==> config.mk <==
export PLATFORM = sky130hd
export DESIGN_NAME = ha_result_packer
export DESIGN_NICKNAME = d
export VERILOG_FILES = /design/src/rtl/ha_pkg.sv /design/src/rtl/ha_sync_fifo.sv /design/src/rtl/ha_result_packer.sv
export SDC_FILE = /design/constraint.sdc
export NUM_CORES = 1
export LEC_CHECK = 0
export CAP_MARGIN = 20
export CORE_UTILIZATION = 40
export DETAILED_ROUTE_END_ITERATION = 10
export GPL_TIMING_DRIVEN = 0
export PLACE_DENSITY = 0.56
export SETUP_SLACK_MARGIN = 0.02
export SLEW_MARGIN = 30
export SYNTH_ARGS = -nofsm -noshare
export SYNTH_HDL_FRONTEND = slang
export SYNTH_SLANG_ARGS = --single-unit
==> constraint.sdc <==
create_clock -name clk -period 2.3 [get_ports clk]
set_input_delay 0.345 -clock clk [delete_from_list [all_inputs] [get_ports clk]]
set_output_delay 0.345 -clock clk [all_outputs]
set_load 0.02 [all_outputs]
==> src/rtl/ha_pkg.sv <==
// Shared types for the half-adder result path.
package ha_pkg;

  localparam int unsigned RES_W = 2;

  typedef struct packed {
    logic carry;
    logic sum;
  } ha_result_t;

endpackage

==> src/rtl/ha_sync_fifo.sv <==
// Synchronous FIFO. Wrap-bit pointers give full/empty and occupancy.
// The head is shown combinationally and reads as zero while empty.
module ha_sync_fifo #(
  parameter int unsigned WIDTH = 8,
  parameter int unsigned DEPTH = 4
) (
  input  logic                     clk,
  input  logic                     reset,
  input  logic                     push,
  input  logic                     pop,
  input  logic [WIDTH-1:0]         wdata,
  output logic [WIDTH-1:0]         rdata,
  output logic                     full,
  output logic                     empty,
  output logic [$clog2(DEPTH):0]   level
);

  localparam int unsigned PTR_W = $clog2(DEPTH);

  logic [PTR_W:0]   wr_ptr;
  logic [PTR_W:0]   rd_ptr;
  logic [WIDTH-1:0] mem [DEPTH];
  logic             do_push;
  logic             do_pop;

  assign empty   = (wr_ptr == rd_ptr);
  assign full    = (wr_ptr[PTR_W] != rd_ptr[PTR_W]) &&
                   (wr_ptr[PTR_W-1:0] == rd_ptr[PTR_W-1:0]);
  assign do_pop  = pop & ~empty;
  // A push into a full FIFO succeeds only when the head leaves on the same edge.
  assign do_push = push & (~full | do_pop);
  assign level   = wr_ptr - rd_ptr;
  assign rdata   = empty ? '0 : mem[rd_ptr[PTR_W-1:0]];

  always_ff @(posedge clk) begin
    if (reset) begin
      wr_ptr <= '0;
      rd_ptr <= '0;
    end else begin
      if (do_push) wr_ptr <= wr_ptr + 1'b1;
      if (do_pop)  rd_ptr <= rd_ptr + 1'b1;
    end
  end

  always_ff @(posedge clk) begin
    if (!reset && do_push) mem[wr_ptr[PTR_W-1:0]] <= wdata;
  end

endmodule

==> src/rtl/ha_result_packer.sv <==
// Packs LANES consecutive half-adder results into words, buffers them,
// flags illegal sum&carry results and counts words dropped on overflow.
module ha_result_packer
  import ha_pkg::*;
#(
  parameter int unsigned LANES = 4,
  parameter int unsigned DEPTH = 4,
  parameter int unsigned CNT_W = 8
) (
  input  logic                     clk,
  input  logic                     reset,
  input  logic                     in_valid,
  input  logic                     in_sum,
  input  logic                     in_carry,
  input  logic                     flush,
  output logic                     out_valid,
  input  logic                     out_ready,
  output logic [2*LANES-1:0]       out_data,
  output logic [$clog2(DEPTH):0]   out_level,
  output logic                     err_illegal,
  output logic [CNT_W-1:0]         drop_cnt
);

  localparam int unsigned WORD_W = LANES * RES_W;
  localparam int unsigned IDX_W  = $clog2(LANES);
  localparam logic [IDX_W-1:0] LAST_IDX = IDX_W'(LANES - 1);

  logic [IDX_W-1:0]  lane_idx;
  logic [WORD_W-1:0] partial;
  logic [WORD_W-1:0] word_next;
  ha_result_t        cur;
  logic              accept;
  logic              complete;
  logic              pop;
  logic              fifo_full;
  logic              fifo_empty;
  logic              drop;

  assign cur      = '{carry: in_carry, sum: in_sum};
  assign accept   = in_valid & ~flush;
  assign complete = accept & (lane_idx == LAST_IDX);
  assign pop      = out_valid & out_ready;
  assign drop     = complete & fifo_full & ~pop;
  assign out_valid = ~fifo_empty;

  always_comb begin
    word_next = partial;
    for (int unsigned i = 0; i < LANES; i++) begin
      if (IDX_W'(i) == lane_idx) word_next[i*RES_W +: RES_W] = cur;
    end
  end

  always_ff @(posedge clk) begin
    if (reset) begin
      lane_idx    <= '0;
      partial     <= '0;
      err_illegal <= 1'b0;
      drop_cnt    <= '0;
    end else begin
      if (flush) begin
        lane_idx <= '0;
        partial  <= '0;
      end else if (accept) begin
        if (complete) begin
          lane_idx <= '0;
          partial  <= '0;
        end else begin
          lane_idx <= lane_idx + 1'b1;
          partial  <= word_next;
        end
      end
      if (in_valid & in_sum & in_carry) err_illegal <= 1'b1;
      if (drop && (drop_cnt != '1)) drop_cnt <= drop_cnt + 1'b1;
    end
  end

  ha_sync_fifo #(
    .WIDTH(WORD_W),
    .DEPTH(DEPTH)
  ) u_fifo (
    .clk   (clk),
    .reset (reset),
    .push  (complete),
    .pop   (pop),
    .wdata (word_next),
    .rdata (out_data),
    .full  (fifo_full),
    .empty (fifo_empty),
    .level (out_level)
  );

endmodule
# ---- Word level (Yosys, flattened, before mapping)
# Memories as Yosys holds them, arrays and structs flattened. A register that Yosys moved wholly into a read port is not among the register bits.
# Index checks and enable logic that the tools add are counted.
dict set report word_totals {
  reg_bits 25
  ram_bits 32
  inputBits 7
  output_inout_bits 21
  elab_cells 51
  mem_count 1
}
dict set report op_classes {
  addsub 5
  n_eq_ne 8
  muxes 11
  bitwise 14
  reduce_logical 6
}
# name depth word_bits read_ports rd_ports_with_merged_regs wr line
set memory_table {}
lappend memory_table {u_fifo.mem 4 8 1 1 1 ha_sync_fifo.sv:22} ;# logic [WIDTH-1:0] mem [DEPTH];
# operator count
set op_table {}
lappend op_table {{8-bit 2-to-1 mux} 2}
lappend op_table {{2-bit 2-to-1 mux} 7}
lappend op_table {{1-bit AND} 9}
lappend op_table {{8-bit by 1-bit adder with 8-bit output (second input constant)} 1}
lappend op_table {{8-bit != test (second input constant)} 1}
lappend op_table {{3-bit by 1-bit adder with 3-bit output (second input constant)} 2}
lappend op_table {{2-bit equality test (first input constant)} 2}
lappend op_table {{1-bit NOT} 4}
lappend op_table {{3-bit equality test} 1}
lappend op_table {{1-bit logical AND} 3}
lappend op_table {{3-bit subtractor} 1}
lappend op_table {{2-bit by 1-bit adder with 2-bit output (second input constant)} 1}
lappend op_table {{1-bit by 2-bit equality test with 1-bit output (first input constant)} 1}
lappend op_table {{2-bit equality test} 1}
lappend op_table {{2-bit equality test (second input constant)} 1}
lappend op_table {{2-bit zero test} 1}
lappend op_table {{1-bit 2-to-1 mux} 2}
lappend op_table {{2-bit OR reduction} 1}
lappend op_table {{1-bit zero test} 1}
lappend op_table {{1-bit != test} 1}
lappend op_table {{1-bit bitwise OR} 1}

# ---- Logic depth before layout (Yosys ltp)
dict set report depth {
  word_depth 9
  ltp_mapped 7
  ltp_nobuf 6
}

# ---- Cells and area by module
# Synthesis repeated with hierarchy kept, for this count alone.
dict set report hier_totals {
  cells_unflattened 215
  hier_area_um2 2762.6
}
# mod n_inst cells_per_inst area_per_inst_um2 seq_area_each_um2
set modules_own_cells {}
lappend modules_own_cells {ha_sync_fifo 1 108 1745.4 1121.1}
lappend modules_own_cells {ha_result_packer 1 107 1017.2 380.4}

# ---- Worst setup path before layout
# OpenSTA, ideal clock, no wires.
dict set report synth_timing {
  kind {reg-to-reg}
  startpoint {reg u_fifo.wr_ptr[0]}
  endpoint {reg drop_cnt[5]}
  setup_time_ps 71
  arrival_time_ps 2048
  required_time_ps 2229
  path_slack_ps 181
  stages_incl_launch_ff 8
  n_path_buf 1
  synth_period_minus_slack_ps 2119
  path_cell_list {dfxtp_1 > inv_1 > ha_1 > nand2_1 > or4_1 > buf_2 > or4_1 > a21oi_1}
}
dict set report synth_between {
  elab_chain_len 6
  elab_cells_between_ends 9
  classes_between {eq/ne (2); bitwise (5); reduce/logical (2)}
}
# item line
set synth_lines {}
lappend synth_lines {{from (decl)} ha_sync_fifo.sv:20} ;# logic [PTR_W:0] wr_ptr;
lappend synth_lines {{from (signal assigned)} ha_sync_fifo.sv:40} ;# if (do_push) wr_ptr <= wr_ptr + 1'b1;
lappend synth_lines {{3-bit equality test} ha_sync_fifo.sv:26} ;# assign empty = (wr_ptr == rd_ptr);
lappend synth_lines {{1-bit NOT} ha_result_packer.sv:44} ;# assign out_valid = ~fifo_empty;
lappend synth_lines {{1-bit AND} ha_result_packer.sv:42} ;# assign pop = out_valid & out_ready;
lappend synth_lines {{1-bit NOT} ha_result_packer.sv:43} ;# assign drop = complete & fifo_full & ~pop;
lappend synth_lines {{1-bit AND *} ha_result_packer.sv:43}
lappend synth_lines {{1-bit logical AND *} ha_result_packer.sv:73} ;# if (drop && (drop_cnt != '1)) drop_cnt <= drop_cnt + 1'b1;
lappend synth_lines {{to (signal assigned)} ha_result_packer.sv:73}
lappend synth_lines {{to (decl)} ha_result_packer.sv:21} ;# output logic [CNT_W-1:0] drop_cnt
# Mark *: on every way between the ends. The rest lies on a longest branch, timed or not.
# A chain may end at the register's enable or synchronous reset.

# ---- Worst setup path after layout
dict set report layout_timing {
  startpoint {reg u_fifo.rd_ptr[1]}
  endpoint {reg drop_cnt[5]}
}
dict set report layout_between {
  elab_chain_len 6
  elab_cells_between_ends 9
  classes_between {eq/ne (2); bitwise (5); reduce/logical (2)}
}
# item line
set layout_lines {}
lappend layout_lines {{from (decl)} ha_sync_fifo.sv:21} ;# logic [PTR_W:0] rd_ptr;
lappend layout_lines {{from (signal assigned)} ha_sync_fifo.sv:41} ;# if (do_pop) rd_ptr <= rd_ptr + 1'b1;
lappend layout_lines {{3-bit equality test} ha_sync_fifo.sv:26}
lappend layout_lines {{1-bit NOT} ha_result_packer.sv:44}
lappend layout_lines {{1-bit AND} ha_result_packer.sv:42}
lappend layout_lines {{1-bit NOT} ha_result_packer.sv:43}
lappend layout_lines {{1-bit AND *} ha_result_packer.sv:43}
lappend layout_lines {{1-bit logical AND *} ha_result_packer.sv:73}
# Marked as above.

==> impl.org <==
** Global routing
- Overflow left after global routing :: 0
- Pin count of the biggest net entering global routing :: 11
- Via count of the first global-routing pass :: 1564
- Global routing used 16.6% of the available tracks across all layers.
- Global-route wire length before repair :: 7910 µm
- Antenna violations before repair :: 0

** Finish
- Number of antenna cells inserted :: 0
- Cells fill 53.1% of the core in the end.
- The area growth from synthesis to layout is 24.5%.
- Layout cell share with drive strength beyond 1 :: 19.1%
- Final-stage net count :: 261
- The multi-input combinational cells in the finished layout cover a total of 1090 µm².
- After filler insertion, the fill cell instance count of the layout stands at 557.
- In the final layout, flip-flops and latches occupy 1510 µm².

** Run
- Max-cap violations in this run came to 0.

** CTS
- Number of hold buffers added after CTS :: 0
- CTS H-tree depth :: 3
- Clock tree from TritonCTS :: yes
- After clock tree synthesis, the clock-pin slew on the worst setup and hold paths is 60 ps.
- Clock latency at the later pin of the worst-skew pair :: 330 ps
- Counting the buffers created by CTS gives 9.
- The clock passes through at most 2 buffers.
- Clk sinks :: 59
- The cell sitting at the root of the clock tree is a sky130_fd_sc_hd__clkbuf_8.

** Routing
- Using the TritonRoute via totals, the vias-per-cell ratio works out to 5.20.
- The pre-antenna-repair detailed-routing pass consisted of 4 iterations.
- After detailed routing, the number of remaining DRC violations is 0.
- The detailed router placed 1670 vias in this run.
- Average routed wire per standard cell :: 15.1 µm
- In this run the remaining antenna-violating nets after routing total 0.
- Number of DRC markers in iteration 0 :: 66
- For this block, the routed nets add up to 4860 µm of wire.

** Synthesis
- Synthesis produced a netlist whose cell count is 204.
- Summing every instance area after synthesis gives 2600 µm².
- In this run, synthesis inferred 32 flip-flops with an integrated enable.
- Among all cell types in the netlist, the one instantiated most often is sky130_fd_sc_hd__edfxtp_1.
- For this run, the number of Yosys warnings is 0.
- Netlist cell types :: 37
- Post-synth net total :: 224
- Of all flip-flops after synthesis, the portion carrying an async set or reset was 0%.
- Largest area contributor in the netlist :: sky130_fd_sc_hd__edfxtp_1
- Leading cell types by total area after synthesis :: sky130_fd_sc_hd__edfxtp_1, sky130_fd_sc_hd__dfxtp_1, sky130_fd_sc_hd__mux4_2
- Yosys top cell area share :: 37.0%
- A synthesized cell averages 12.7 µm².
- Post-synthesis sequential element count :: 59
- Top_reg_cell synth :: sky130_fd_sc_hd__edfxtp_1
- The commonest cells after synthesis are sky130_fd_sc_hd__edfxtp_1, sky130_fd_sc_hd__dfxtp_1, sky130_fd_sc_hd__nor2_1, sky130_fd_sc_hd__ha_1.
- Summing the sequential cell areas from Yosys gives 57.8% of the chip area.

** Floorplan
- Die Wd :: 82.6 µm
- In this run the vertical extent of the chip is 82.6 µm.
- The floorplan has 28 rows.
- The die covers 6820 µm².
- Initial Util :: 42.6%
- 28 I/O pins were placed.
- Core Box Area :: 6100 µm²

** Worst hold path
- Critical hold path startpoint :: reset
- Hold Path Sink :: drop_cnt[3]
- Counting instances, the worst hold path has a depth of 2.
- Class of the tightest hold or removal check :: in -> reg

** Setup path
- For the worst flop-to-flop path, the logic depth is 7.
- Setup crit start kind :: flip-flop
- Capturing element type of the critical path :: flip-flop
- The worst register-to-register path has a setup slack of 110 ps.
- Walking the worst path, the cells encountered are inv_1 -> ha_1 -> nand2_4 -> or4_1 -> buf_4 -> or4_4 -> a21oi_2.
- Launch instance of the worst register-to-register path :: u_fifo.rd_ptr[1]
- Data arrival, critical path :: 2450 ps
- Data on the critical path is required at its endpoint by 2560 ps.
- On the critical path the largest part of the delay comes from simple AND/OR/NAND/NOR gates.
- Biggest fanout along the worst timing path :: 9
- Slowest stage cell, crit path :: sky130_fd_sc_hd__or4_4
- Largest stage delay, worst path :: 510 ps
- WS Path Type :: reg -> reg
- Buffers and inverters on the worst path :: 2
- In this run the critical register-to-register path is captured at drop_cnt[5].

** Timing
- Final Cycle Share :: 95.2%
- Slew at the pin with the worst max-slew slack :: 790 ps
- Top achievable clock speed :: 0.457 GHz
- Counting I/O delays and the setup requirement, the final critical path takes 2190 ps.
- Headroom to the max-slew limit came out at 46.8%.
- Hold Vio Cnt, Final :: 0
- Setup repair after global routing missed its margin :: no
- Post-Route Skew :: 5.99 ps
- The max-slew violation total from the final report was 0.
- Final setup vio count :: 0

** Status
- The flow ran to the end, and the final reports show no timing, DRC or antenna violations.

** Power and ir drop
- Overall Power :: 2.26 mW
- Power spread over the standard cell area amounts to 697 nW/µm².
- IR analysis of the VDD net gives a maximum drop of 0.000418 V.
- In this run the static leakage power is 1.19 nW.

** Place
- Half-perimeter wire length after placement :: 3210 µm
- Number of buffers inserted by port buffering :: 26
- Routability Congestion :: 0.764
worst register-to-register path, stage by stage (launching register included):
cell and delay [ps]:
sky130_fd_sc_hd__dfxtp_4 360, sky130_fd_sc_hd__inv_1 50, sky130_fd_sc_hd__ha_1 300, sky130_fd_sc_hd__nand2_4 100
sky130_fd_sc_hd__or4_1 480, sky130_fd_sc_hd__buf_4 180, sky130_fd_sc_hd__or4_4 510, sky130_fd_sc_hd__a21oi_2 140
stage by stage:
stage | std cells | TNS, ps | setup WS, ps | hold slack (ps) | cell area (µm²)
after floorplan | 204 | 0 | 181 | 449 | 2600
after global placement | 305 | -3480 | -198 | 454 | 2950
after detailed placement | 305 | -4180 | -245 | 465 | 2950
after CTS | 320 | 0 | 48.5 | 436 | 3210
after global routing | 321 | 0 | 21.5 | 485 | 3230
final | 321 | 0 | 111 | 450 | 3230
worst max path at each step:
stage,startpoint,endpoint,slack [ps],cells after the start
detailed placement,u_fifo.wr_ptr[0],out_data[0],-240,6
finish,u_fifo.rd_ptr[1],drop_cnt[5],110,7
floorplan,u_fifo.wr_ptr[0],drop_cnt[5],180,7
global route,u_fifo.rd_ptr[1],drop_cnt[4],20,7
CTS,u_fifo.rd_ptr[1],drop_cnt[5],50,7
global placement,flip-flop,out_data[0],-200,4
area by class of cell:
class / instances / area share [%]
sequential: 59 / 46.7
buffer: 5 / 0.696
clock buffer: 10 / 3.95
clock inverter: 6 / 3.21
tap: 75 / 2.90
inverter: 9 / 1.04
multi-input combinational: 130 / 33.6
timing repair buffer: 27 / 7.93
where the power goes:
| group | total [mW] | internal, mW | switching (mW) |
|---|---|---|---|
| clock | 1.10 | 0.712 | 0.386 |
| sequential | 1.11 | 1.10 | 0.00178 |
| combinational | 0.0517 | 0.0210 | 0.0306 |
| total | 2.26 | 1.84 | 0.418 |
registers in the layout, indices dropped and copies added, names as in the netlist, named ones only:
signal         count
partial            8
u_fifo.mem        32
u_fifo.rd_ptr      3
err_illegal        1
u_fifo.wr_ptr      3
lane_idx           2
drop_cnt           8
layer usage:
metal  vias up  track usage, %  share of wire [%]
met3        10            3.19                2.9
met5         -               0                  0
met2        32            25.1                 46
met1       802            22.1                 49
met4         0            9.83                2.3
li1        826               -                  -
placed cells by master, fill, tap and decap left out, types with 2 or more instances in the layout:
cell type                         instances
sky130_fd_sc_hd__dfxtp_4                  2
sky130_fd_sc_hd__buf_4                    2
sky130_fd_sc_hd__clkbuf_1                 4
sky130_fd_sc_hd__clkinv_2                 2
sky130_fd_sc_hd__bufinv_16                3
sky130_fd_sc_hd__mux4_2                   8
sky130_fd_sc_hd__mux2_2                   8
sky130_fd_sc_hd__nor2b_1                  9
sky130_fd_sc_hd__clkdlybuf4s50_1         15
sky130_fd_sc_hd__nand3_1                  3
sky130_fd_sc_hd__nor2_1                  23
sky130_fd_sc_hd__and2_1                   5
sky130_fd_sc_hd__or2_2                    2
sky130_fd_sc_hd__inv_1                    8
sky130_fd_sc_hd__a22oi_1                  6
sky130_fd_sc_hd__xor2_1                   3
sky130_fd_sc_hd__xnor2_1                  3
sky130_fd_sc_hd__nand2_1                  7
sky130_fd_sc_hd__dlygate4sd2_1           10
sky130_fd_sc_hd__o21ai_0                  2
sky130_fd_sc_hd__ha_1                    10
sky130_fd_sc_hd__edfxtp_1                32
sky130_fd_sc_hd__clkbuf_8                 9
sky130_fd_sc_hd__dfxtp_1                 24
sky130_fd_sc_hd__and3_1                   2
sky130_fd_sc_hd__a21oi_1                  7
sky130_fd_sc_hd__or4_1                    3
sky130_fd_sc_hd__o31ai_1                  4
sky130_fd_sc_hd__mux2i_1                  4
what timing repair did:
action                                  in CTS  in global routing
pin swaps                                    0                  1
resized for setup                           22                  9
endpoints found under the setup margin      12                 39
gates cloned                                 1                  0
buffers inserted                             0                  1
kinds of logic after synthesis:
| logic type | share of synthesized area [%] |
|---|---|
| buffers and inverters | 2.36 |
| XOR/XNOR | 2.36 |
| AO/OA/AOI/OAI | 6.70 |
| multiplexers | 11.9 |
| adder cells (fa/ha/maj) | 6.55 |
| AND/OR/NAND/NOR | 12.3 |
| flip-flops | 57.8 |
No activity file was read; power rests on OpenSTA's default activity.
==> RTL change 1, RTL diff (config.mk and constraints unchanged) <==
`DEPTH` is set to 4 in 2 places; all go to 2.
--- a/src/rtl/ha_sync_fifo.sv
+++ b/src/rtl/ha_sync_fifo.sv
@@ -2,7 +2,7 @@
 // The head is shown combinationally and reads as zero while empty.
 module ha_sync_fifo #(
   parameter int unsigned WIDTH = 8,
-  parameter int unsigned DEPTH = 4
+  parameter int unsigned DEPTH = 2
 ) (
   input  logic                     clk,
   input  logic                     reset,
--- a/src/rtl/ha_result_packer.sv
+++ b/src/rtl/ha_result_packer.sv
@@ -4,7 +4,7 @@
   import ha_pkg::*;
 #(
   parameter int unsigned LANES = 4,
-  parameter int unsigned DEPTH = 4,
+  parameter int unsigned DEPTH = 2,
   parameter int unsigned CNT_W = 8
 ) (
   input  logic                     clk,
Ports: changed (resized out_level); port bits go from 28 to 27. No check against the original RTL was run, so the function may have changed too.
==> RTL change 1 against the unedited design <==
Cell area down 30%; total power down 45%; first-iteration DRC count down 38%; sequential power is 34% lower; routed wire length fell by 26%; highest routed layer unchanged; largest cell class unchanged; area after synthesis shrank 30%; via count fell by 20%; sequential cell count is 19 lower; worst setup slack improved by 4.2 ps; clock skew is 2.8 ps higher.
==> RTL change 1: results (changes against the unedited design) <==
| Metric | Value |
|---|---|
| Top cells by area, synth | `sky130_fd_sc_hd__dfxtp_1, sky130_fd_sc_hd__edfxtp_1, sky130_fd_sc_hd__nor2_1, sky130_fd_sc_hd__mux2_2, sky130_fd_sc_hd__mux2i_1 (was sky130_fd_sc_hd__edfxtp_1, sky130_fd_sc_hd__dfxtp_1, sky130_fd_sc_hd__mux4_2, sky130_fd_sc_hd__ha_1, sky130_fd_sc_hd__mux2_2)` |
| Total length of routed met2 wires | `1680 µm (was 2240 µm)` |
| Number of flops mapped to enable cells by yosys | `16 (was 32)` |
| Crit path max fanout | `8 (was 9)` |
| Internal power component | `974 µW (was 1.84 mW)` |
| Post-cts repair resize count | `11 (was 22)` |
| VDD IR-drop max | `0.323 mV (was 0.418 mV)` |
| First-pass GRT wire length | `6090 µm (was 7910 µm)` |
| Complex-gate fraction of the synthesized area | `8.90% (was 6.70%)` |
| Met2 track utilization from global routing | `25.6% (was 25.1%)` |
| Worst-case setup slack after placement | `-100 ps (was -245 ps)` |
| FF-to-FF path depth | `4 (was 7)` |
| Overall global routing resource usage | `16.2% (was 16.6%)` |
| Num CTS Buffers | `5 (was 9)` |
| Clock latency on the worst-skew pair | `290 ps (was 330 ps)` |
| Pin count of the biggest net entering global routing | `14 (was 11)` |
| Slowest stage cell on the critical path | `sky130_fd_sc_hd__nor3_2 (was sky130_fd_sc_hd__or4_4)` |
| Launching element of the worst setup path | `lane_idx[0]$_SDFFE_PP0N_ (was u_fifo.rd_ptr[1]$_SDFFE_PP0N_)` |
| Area of placed instances | `2150 µm² (was 2950 µm²)` |
| Post-CTS setup-driven buffer insertion count | `1 (was 0)` |
| Leading post-synthesis cells by instance count | `sky130_fd_sc_hd__nor2_1, sky130_fd_sc_hd__dfxtp_1, sky130_fd_sc_hd__edfxtp_1 (was sky130_fd_sc_hd__edfxtp_1, sky130_fd_sc_hd__dfxtp_1, sky130_fd_sc_hd__nor2_1)` |
| Worst Min Path Start | `partial[6]$_SDFFE_PP0N_ (was reset)` |
| Worst reg2reg endpoint | `u_fifo.mem[0][7]$_DFFE_PP_ (was drop_cnt[5]$_SDFFE_PP0P_)` |
| Clock Skew | `8.82 ps (was 5.99 ps)` |
| Initial DRC Count | `41 (was 66)` |
| Met1 wire length | `1700 µm (was 2370 µm)` |
| Post-synthesis mux area share | `11.1% (was 11.9%)` |
| Outcome | `complete, no violations (unchanged)` |
| Vias per inst | `5.28 (was 5.20)` |
| Number of global-route vias before repair | `1301 (was 1564)` |
| Sum of met3 wire segment lengths after detailed routing | `135 µm (was 142 µm)` |
| Leak | `0.835 nW (was 1.19 nW)` |
-- RTL change 1: cell types whose count changed after synthesis, moves of 5 or more --
cell,unedited run,this run
sky130_fd_sc_hd__nand2_1,8,3
sky130_fd_sc_hd__mux4_2,8,0
sky130_fd_sc_hd__mux2i_1,4,10
sky130_fd_sc_hd__edfxtp_1,32,16
sky130_fd_sc_hd__nor2b_1,9,1
sky130_fd_sc_hd__ha_1,12,6
sky130_fd_sc_hd__nor3_1,0,7
-- RTL change 1: kinds of logic after synthesis --
group / after synthesis
flops: 40
buf+inv: 10
fa+ha+maj: 6
simple gates: 60
compound gates: 25
xor+xnor: 6
mux: 19
-- RTL change 1: per-stage QoR --
step | setup TNS, ps | cells
finish | 0 | 253
global route | -888 | 253
CTS | 0 | 253
detailed placement | -2200 | 244
global placement | -6020 | 244
floorplan | 0 | 166
-- RTL change 1: final cells by class --
type,count,area [µm²]
fill,386,2100
sequential,40,961
multi-input combinational,116,848
timing repair buffer,27,245
clock buffer,6,72.6
tap,52,65.1
buffer,5,33.8
inverter,5,18.8
clock inverter,2,12.5
-- RTL change 1: how the worst min path moves through the flow --
stage | end | slack (ps) | cells past startpoint
4_1_cts | partial[6]$_SDFFE_PP0N_ | 490 | 1
5_1_grt | partial[7]$_SDFFE_PP0N_ | 510 | 1
2_1_floorplan | partial[6]$_SDFFE_PP0N_ | 450 | 1
3_5_place_dp | err_illegal$_SDFFE_PP0P_ | 470 | 2
6_report | partial[6]$_SDFFE_PP0N_ | 490 | 1
3_3_place_gp | partial[7]$_SDFFE_PP0N_ | 460 | 1
-- RTL change 1: critical path, delay by kind of cell, from the launching register on --
| kind | cells | cell delay, ps |
|---|---|---|
| and+or+nand+nor | 2 | 790 |
| DFF | 1 | 400 |
| AOI/OAI and AO/OA | 1 | 320 |
| adders and majority gates | 1 | 300 |
==> RTL change 2, RTL diff (config.mk and constraints unchanged) <==
Made on the original files. Reset style: asynchronous (`reset`), changed in 2 clocked blocks.
--- a/src/rtl/ha_sync_fifo.sv
+++ b/src/rtl/ha_sync_fifo.sv
@@ -32,7 +32,7 @@
   assign level   = wr_ptr - rd_ptr;
   assign rdata   = empty ? '0 : mem[rd_ptr[PTR_W-1:0]];
 
-  always_ff @(posedge clk) begin
+  always_ff @(posedge clk or posedge reset) begin
     if (reset) begin
       wr_ptr <= '0;
       rd_ptr <= '0;
--- a/src/rtl/ha_result_packer.sv
+++ b/src/rtl/ha_result_packer.sv
@@ -50,7 +50,7 @@
     end
   end
 
-  always_ff @(posedge clk) begin
+  always_ff @(posedge clk or posedge reset) begin
     if (reset) begin
       lane_idx    <= '0;
       partial     <= '0;
Formal check against the unedited RTL: differs if reset is asserted again (counterexample within 4 cycles, from zero or initial values and one cycle with reset high); with reset held inactive, the same outputs for 10 cycles.
==> RTL change 2 against the unedited design <==
Via count is 6.3% lower; area after synthesis is 2.7% higher; non-clock buffer count is 3 higher; cell area is 1.2% higher; routed wire length is 2.3% lower; sequential cell count is 2 lower; global-route usage is 1.3 points lower; utilization is 1.8 points lower; worst setup slack worse by 24 ps; critical endpoint is now out_level[1]; largest cell class unchanged; highest routed layer unchanged.
Power is not compared: it rests on default switching activity, and its combinational part moved more than twofold at a synthesized area within 25%.
==> RTL change 2: results (changes against the unedited design) <==
| Metric | Value |
|---|---|
| Outcome | `complete, no violations (unchanged)` |
| Top cells by area, synth | `sky130_fd_sc_hd__edfxtp_1, sky130_fd_sc_hd__dfrtp_1, sky130_fd_sc_hd__mux4_2, sky130_fd_sc_hd__ha_1, sky130_fd_sc_hd__mux2_2 (was sky130_fd_sc_hd__edfxtp_1, sky130_fd_sc_hd__dfxtp_1, sky130_fd_sc_hd__mux4_2, sky130_fd_sc_hd__ha_1, sky130_fd_sc_hd__mux2_2)` |
| Detailed-placement wirelength estimate | `3280 µm (was 3210 µm)` |
| Reg-to-reg startpoint | `u_fifo.rd_ptr[1]$_DFFE_PP0P_ (was u_fifo.rd_ptr[1]$_SDFFE_PP0N_)` |
| Net count of the mapped netlist | `205 (was 224)` |
| Wire length per cell | `15.5 µm (was 15.1 µm)` |
| Post-synthesis async set-or-reset flop share | `43.9% (was 0%)` |
| Total iterations of the first detailed-routing run | `4 (unchanged)` |
| Sequential-to-total area share from yosys stat | `59.4% (was 57.8%)` |
| Critical path capture point | `out_level[1] (was drop_cnt[5]$_SDFFE_PP0P_)` |
| Adder-cell area share of the yosys netlist | `6.38% (was 6.55%)` |
| Post-synthesis mux area share | `12.8% (was 11.9%)` |
| RD Place Congestion | `0.696 (was 0.764)` |
| Detailed-route via count | `1564 (was 1670)` |
| Worst Min Path Start | `flush (was reset)` |
| Count of cells along the worst hold path | `2 (unchanged)` |
| Finished Layout Cells | `307 (was 321)` |
| Post-route worst setup slack | `87.0 ps (was 111 ps)` |
| Overall global routing resource usage | `15.3% (was 16.6%)` |
| Fraction of final layout cells sized beyond drive strength 1 | `26.5% (was 19.1%)` |
| First-pass GRT wire length | `7940 µm (was 7910 µm)` |
| Min-Delay Endpoint | `partial[4]$_DFFE_PP0P_ (was drop_cnt[3]$_SDFFE_PP0P_)` |
| Share of the synthesized netlist area taken by xor and xnor gates | `2.91% (was 2.36%)` |
| Least-Margin Pin Slew | `544 ps (was 790 ps)` |
| Initial DRC Count | `52 (was 66)` |
| Crit path max fanout | `4 (was 9)` |
| Final net count | `245 (was 261)` |
| Worst EP arrival | `1870 ps (was 2450 ps)` |
| Number of global-route vias before repair | `1639 (was 1564)` |
| Post-Synthesis Cells | `185 (was 204)` |
| Worst hold-check slack | `216 ps (was 450 ps)` |
| Leading post-synthesis cells by instance count | `sky130_fd_sc_hd__edfxtp_1, sky130_fd_sc_hd__dfrtp_1, sky130_fd_sc_hd__and2_1 (was sky130_fd_sc_hd__edfxtp_1, sky130_fd_sc_hd__dfxtp_1, sky130_fd_sc_hd__nor2_1)` |
| Distinct cells, synth | `36 (was 37)` |
| Worst-case setup slack after placement | `-558 ps (was -245 ps)` |
| Pin count of the biggest net entering global routing | `26 (was 11)` |
[RTL change 2: cell count changes after synthesis, moves of 6 or more]
cell,unedited run,this run
sky130_fd_sc_hd__a22oi_1,6,0
sky130_fd_sc_hd__and2_1,5,13
sky130_fd_sc_hd__dfrtp_1,0,25
sky130_fd_sc_hd__dfxtp_1,27,0
sky130_fd_sc_hd__nor2_1,24,11
[RTL change 2: timing repair]
item	4_1_cts	5_1_grt
cloned	0	0
buffers inserted	1	2
endpoints found under the setup margin	54	36
resized for setup	40	8
[RTL change 2: routing by layer]
| metal | global-route usage (%) | share of wire [%] |
|---|---|---|
| met1 | 18.8 | 47 |
| met3 | 3.36 | 3.2 |
| met2 | 24.5 | 47 |
| met5 | 0 | 0 |
| met4 | 9.24 | 2.5 |
[RTL change 2: layout make-up]
| cell class | count | area, µm² |
|---|---|---|
| Fill cell | 547 | 3110 |
| Buffer | 6 | 60.1 |
| Sequential cell | 57 | 1590 |
| Clock inverter | 5 | 46.3 |
| Clock buffer | 11 | 131 |
| Tap cell | 77 | 96.3 |
| Timing Repair Buffer | 29 | 267 |
| Multi-Input combinational cell | 111 | 1040 |
| Inverter | 11 | 41.3 |
[RTL change 2: power groups by stage]
stage                     Clock (mW)  Combinational, mW  Sequential [mW]
final                          0.858               1.15             1.18
after global routing           0.920               1.25             1.19
after CTS                      0.879               1.16             1.18
after detailed placement           0               1.15             1.20
after global placement             0               1.14             1.19
after floorplan                    0              0.731             1.19
[RTL change 2: critical path, stage by stage, from the launching register on]
cell and delay, ps:
sky130_fd_sc_hd__dfrtp_1 410, sky130_fd_sc_hd__inv_1 110, sky130_fd_sc_hd__ha_1 200, sky130_fd_sc_hd__fa_1 470
sky130_fd_sc_hd__inv_1 40, sky130_fd_sc_hd__dlygate4sd2_1 300
